### src/rtl/rr_grant_ctrl.sv
// rr_grant_ctrl: round-robin grant with hold and hold limit (in clk rst req done; out gnt gnt_idx busy timeout)
module rr_grant_ctrl #(
  parameter int n = 8,
  parameter int m = 3,
  parameter int lim = 16,
  parameter int w = 5
) (
  input  logic         clk,
  input  logic         rst,
  input  logic [n-1:0] req,
  input  logic         done,
  output logic [n-1:0] gnt,
  output logic [m-1:0] gnt_idx,
  output logic         busy,
  output logic         timeout
);
  typedef enum logic {IDLE, GRANT} state_t;
  localparam logic [w-1:0] lim_m1 = w'(lim == 0 ? 0 : lim - 1);
  state_t st_q;
  logic [m-1:0] p_q, idx_q, pick, ix;
  logic [m:0] s;
  logic [w-1:0] cnt_q;
  logic [n-1:0] gnt_q;
  logic tmo_q, lim_hit, rel;
  always_comb begin
    pick = '0;
    s = '0;
    ix = '0;
    for (int k = n - 1; k >= 0; k--) begin
      s = {1'b0, p_q} + (m+1)'(k);
      ix = m'(s >= (m+1)'(n) ? s - (m+1)'(n) : s);
      pick = req[ix] ? ix : pick;
    end
  end
  assign lim_hit = (lim != 0) && (cnt_q == lim_m1);
  assign rel = done || !req[idx_q] || lim_hit;
  always_ff @(posedge clk) begin
    if (rst) begin
      st_q <= IDLE;
      p_q <= '0;
      cnt_q <= '0;
      gnt_q <= '0;
      idx_q <= '0;
      tmo_q <= 1'b0;
    end else if (st_q == IDLE) begin
      tmo_q <= 1'b0;
      if (|req) begin
        st_q <= GRANT;
        gnt_q <= {{(n-1){1'b0}}, 1'b1} << pick;
        idx_q <= pick;
        cnt_q <= '0;
      end
    end else if (rel) begin
      st_q <= IDLE;
      gnt_q <= '0;
      idx_q <= '0;
      p_q <= idx_q == m'(n - 1) ? '0 : idx_q + 1'b1;
      tmo_q <= !done && req[idx_q];
    end else begin
      cnt_q <= cnt_q + 1'b1;
    end
  end
  assign gnt = gnt_q;
  assign gnt_idx = idx_q;
  assign busy = st_q == GRANT;
  assign timeout = tmo_q;
endmodule
### config.mk
export PLATFORM = sky130hd
export DESIGN_NAME = rr_grant_ctrl
export DESIGN_NICKNAME = d
export VERILOG_FILES = /design/src/rtl/rr_grant_ctrl.sv
export SDC_FILE = /design/constraint.sdc
export NUM_CORES = 1
export LEC_CHECK = 0
export CAP_MARGIN = 40
export CORE_ASPECT_RATIO = 0.5
export CORE_MARGIN = 10
export CORE_UTILIZATION = 60
export CTS_CLUSTER_SIZE = 40
export DETAILED_ROUTE_END_ITERATION = 10
export DONT_BUFFER_PORTS = 1
export GPL_TIMING_DRIVEN = 0
export HOLD_SLACK_MARGIN = 0.06
export PLACE_DENSITY = 0.79
export SYNTH_ARGS = -nofsm -noshare
export SYNTH_HDL_FRONTEND = slang
export SYNTH_SLANG_ARGS = --single-unit
export TNS_END_PERCENT = 50
### constraint.sdc
create_clock -name clk -period 3.7 [get_ports clk]
set_clock_uncertainty 0.05 [all_clocks]
set_input_delay 0.555 -clock clk [delete_from_list [all_inputs] [get_ports clk]]
set_output_delay 0.555 -clock clk [all_outputs]
set_load 0.02 [all_outputs]
After elaboration in Yosys (flattened, before gate mapping). Index checks and enable logic that the tools add are counted.

Add/sub/neg operators: 17. Magnitude comparators: 17. Equality and inequality tests: 4. Shift-type cells: 1. Muxes and demuxes: 47. Bitwise logic cells: 1. Reductions and logical operators: 11.

Operators by type and width (number): 3-bit two-way mux (20); 3-bit by 4-bit < comparator with 1-bit output (second input constant) (9); 4-bit greater-or-equal comparator (second input constant) (7); 1-bit binary-select mux with 3-bit select (9); 8-bit two-way mux (3); 3-bit by 1-bit subtractor with 3-bit output (second input constant) (8); 3-bit by 3-bit adder with 4-bit output (second input constant) (4); 5-bit two-way mux (3); 1-bit two-way mux (12); 3-bit by 2-bit adder with 4-bit output (second input constant) (2); 8-bit OR reduction (1); 1-bit by 3-bit << shifter with 8-bit output (first input constant) (1); 2-bit AND reduction (3); 5-bit by 1-bit adder with 5-bit output (second input constant) (1); 5-bit by 4-bit equality test with 1-bit output (second input constant) (1); 3-bit by 1-bit adder with 4-bit output (second input constant) (1); 3-bit by 4-bit greater-or-equal comparator with 1-bit output (second input constant) (1); 3-bit by 1-bit adder with 3-bit output (second input constant) (1); 3-bit equality test (second input constant) (1); 1-bit logical NOT (2); 1-bit logical OR (2); 2-bit by 1-bit inequality test with 1-bit output (second input constant) (1); 2-bit inequality test (second input constant) (1); 2-bit nonzero test (1); 3 further kinds (3).

Register bits after elaboration: 21. Input bits: 11. Logic and storage cells: 104.

Logic depth before layout (Yosys ltp).
Word-level depth: 16. Gate-level depth with buffers: 12. Gate-level depth less buffers: 9.

Least setup slack after synthesis. Ideal clock, no wire load.

Path type: register to register. Start point: register p_q[0]. End point: register gnt_q[7], in the netlist gnt[7]. Setup time: 0.117 ns. Data arrival time: 2.731 ns. Data required time: 3.533 ns. Path slack: 0.801 ns. Stages on the path, launching flop included: 12. Buffers on the path: 2. Period minus slack after synthesis: 2.899 ns. Cells stage by stage: dfxtp_1 > buf_6 > inv_1 > ha_1 > buf_6 > mux2_2 > mux4_2 > inv_1 > o211ai_1 > a41o_1 > o21ba_1 > a32o_2.

Cells in the longest elaborated chain, start to end: 16. Elaborated cells between the ends (all ways): 58. Classes of those cells: add/sub (15); order compare (8); shift (1); mux (34).

RTL lines: start: declaration (RTL line 20) `logic [m-1:0] p_q, idx_q, pick, ix;`; start signal: assignment (RTL line 57) `p_q <= idx_q == m'(n - 1) ? '0 : idx_q + 1'b1;`; 3-bit by 3-bit adder with 4-bit output (RTL line 30) `s = {1'b0, p_q} + (m+1)'(k);`; 4-bit greater-or-equal comparator / 3-bit by 1-bit subtractor with 3-bit output (equally long branches) (RTL line 31) `ix = m'(s >= (m+1)'(n) ? s - (m+1)'(n) : s);`; 3-bit two-way mux (RTL line 31); 1-bit binary-select mux with 3-bit select (RTL line 32) `pick = req[ix] ? ix : pick;`; 1-bit two-way mux (not written as such) (RTL line 32); 3-bit two-way mux (7 in a row) (RTL line 32); 3-bit two-way mux (*) (RTL line 32); 1-bit by 3-bit << shifter with 8-bit output (*) (RTL line 49) `gnt_q <= {{(n-1){1'b0}}, 1'b1} << pick;`; 8-bit two-way mux (*) (RTL line 47) `if (|req) begin`; 8-bit two-way mux (*) (RTL line 45) `end else if (st_q == IDLE) begin`; end signal: assignment (RTL line 49); end: declaration (RTL line 23) `logic [n-1:0] gnt_q;`.

Every way passes the cells marked *; elsewhere a longest branch is shown, timed or not. The select of a mux whose other input is x is not followed. A chain may end at the register's enable or synchronous reset.

Worst setup path after layout. Ends and elaborated chain as after synthesis.

==> results by group <==
Run status
  – Status: finished clean

Final layout
  – Fin util: 0.6550
  – Final net count: 207
  – Finished layout cell area: 1962 µm²
  – Fillcell total: 237
  – P&R area growth vs syn: 5.094%
  – Diode count: 0
  – Non-filler cells, final: 229
  – Layout cells sized above 1: 0.2381

Power
  – PD cells: 455.7 nW/µm²
  – Leak pwr: 0.7340 nW
  – Overall Power: 0.8940 mW
  – VDD IR max: 0.4131 mV

Floorplanning
  – Overall die height: 59.44 µm
  – Num rows: 14
  – Die area: 5878 µm²
  – Die X: 98.89 µm
  – Core ar.: 2995 µm²
  – I/O pins: 24
  – Starting density of the core: 0.6232

Drt
  – Vias: 1478
  – Via density: 6.454
  – Drt wl/cell: 18.00 µm
  – 1st-iter DRT viols: 126
  – Drt drc: 0
  – Post-DRT Antenna Nets: 0
  – Drt first pass iters: 4
  – Post-Route WL: 4.122 mm

GRT
  – Vias in the first global route: 1399
  – Largest net degree at the start of global routing: 12
  – Remaining Overflow, GRT: 0
  – Initial antenna violation count: 0
  – Global-route wire length before repair: 6.955 mm
  – Gr usage total: 0.1427

Place
  – Area after DPL: 1917 µm²
  – DP Wirelength: 3.198 mm
  – Pre-CTS setup slack: 0.5970 ns
  – Port Buffer Count: 0
  – Dpl cells: 225
  – Gpl congestion: 0.9446

CTS
  – Clock tree sinks: 21
  – Insertion delay to the later sink of the worst-skew pair: 0.26 ns
  – CTS tree: yes
  – CTS H-tree lvls: 1
  – CTS Hold Bufs: 0
  – CTS buffer count: 3
  – Clock slew at reported path FFs: 0.07 ns
  – Clk buf depth: 2
  – Clock root buffer: clkbuf_8
  – Post-CTS Repair Setup Buffers: 0
  – Post-CTS Resized: 0

Timing
  – RSZ-0062 raised after global routing: false
  – Final hold vios: 0
  – Worst Max-Slew Pin Slew: 0.7165 ns
  – Slew Viols, Final: 0
  – Worst Slack Setup Final: 0.5822 ns
  – Total Neg Setup Slack: 0 ns
  – FMAX: 320.7 MHz
  – Final min period: 3.118 ns
  – Final setup viols: 0
  – Final period util: 0.8427
  – WHS: 0.3043 ns
  – Slew Limit Headroom: 0.5223

Setup path
  – Worst r2r dst: gnt[7]
  – R2r startpoint: p_q[0]
  – Worst-path maximum fanout: 9
  – Crit end category: register
  – Critical path required time: 3.80 ns
  – Flop2flop setup slack: 0.58 ns
  – R2r worst-path depth: 11
  – Critical path data arrival time: 3.22 ns
  – Kind of start point of the critical path: register
  – Critical path origin: p_q[0]
  – Setup CP Type: reg2reg

Logic synthesis
  – Avg Inst Size Synth: 10.09 µm²
  – Post-synth top area share: 0.2252
  – Count leader, synth: dfxtp_1
  – Top_reg_cell synth: dfxtp_1
  – Async S/R FF share, synth: 0
  – Post-synthesis sequential area ratio: 0.2252
  – Post-Syn Area: 1867 µm²
  – Mapped Cells: 185
  – Post-synth top cells: dfxtp_1, nor2_1, nand2_1
  – Count of different cell masters after synthesis: 57
  – Synth Warn #: 0
  – Leading area contributor after synthesis: dfxtp_1
  – Seq cells post-synth: 21
  – Synth Net Count: 202
  – Synth area leaders: dfxtp_1, mux4_2, mux2i_1, ha_1, nor2_1
  – EDFF count, synth: 0

Hold path
  – Hold path depth: 1
  – Hold Path Sink: gnt_idx[0]
  – Worst Hold Launch: rst
  – Hold Crit Class: in2reg

Run
  – Max-Cap Viols: 0
==> layout make-up <==
| cell class | instances | area, µm² | area share |
|---|---|---|---|
| buffer | 9 | 102.6 | 0.05230 |
| tap | 40 | 50.05 | 0.02551 |
| multi-input combinational | 145 | 1305 | 0.6652 |
| clock buffer | 4 | 45.04 | 0.02296 |
| inverter | 10 | 38.79 | 0.01977 |
| sequential | 21 | 420.4 | 0.2143 |
==> flip-flops by register name, indices dropped and copies added, names as in the netlist <==
register,cells
timeout,1
gnt_idx,3
cnt_q,5
gnt,8
busy,1
p_q,3
==> cells by family (layout without fill, tap and decap cells) <==
family,Yosys count,in the layout,synth area share
DFF,21,21,0.2252
adders and majority gates,6,6,0.04021
AOI/OAI and AO/OA,50,50,0.2239
xor gates and xnor gates,5,5,0.02748
and+or+nand+nor,52,52,0.1401
buffers and inverters,19,23,0.07573
muxes,32,32,0.2674
==> worst max path at each step <==
stage | to | cells after the start
global route | gnt[7] | 12
floorplan | gnt[7] | 11
detailed placement | gnt[3] | 11
finish | gnt[7] | 11
CTS | gnt[2] | 11
global placement | gnt[7] | 11
==> per-layer routing <==
metal | global-route usage | wire length [µm] | vias to the layer above
li1 | - | - | 727
met1 | 0.1722 | 1828 | 719
met2 | 0.2491 | 2031 | 27
met3 | 0.03725 | 225 | 5
met4 | 0.03651 | 37 | 0
met5 | 0 | 0 | -
==> report_power, final <==
group          internal, mW  total (mW)  switching [mW]  leakage (nW)
Clock                0.0766       0.146          0.0695        0.0228
Combinational         0.210       0.450           0.240         0.541
Sequential            0.249       0.298          0.0489         0.171
Total                 0.536       0.894           0.358         0.734
==> cells in the final DEF (no fill, tap or decap), drive strengths merged, types with 2 or more instances in the layout <==
cell,synthesis,final
o221ai,2,2
o22ai,2,2
xnor2,4,4
mux4,12,12
ha,6,6
mux2,7,7
nor2,19,19
mux2i,13,13
nand3,4,4
clkbuf,5,9
o21ai,4,4
a21boi,2,2
a21o,2,2
o211ai,5,5
nor2b,3,3
nand2,13,13
a21oi,12,12
a32o,8,8
buf,3,3
a22oi,2,2
inv,9,9
nor3,5,5
dfxtp,21,21
nor4,2,2
==> critical path, cell delays in order, from the launching register on <==
cell and delay [ns]:
dfxtp_1 0.35, buf_6 0.17, inv_1 0.11, ha_1 0.31, buf_6 0.14, mux2_2 0.33
mux4_2 0.49, inv_1 0.15, o211ai_1 0.12, a41o_1 0.31, o21ba_1 0.23, a32o_2 0.27
Power figures use the tool's default switching activity.
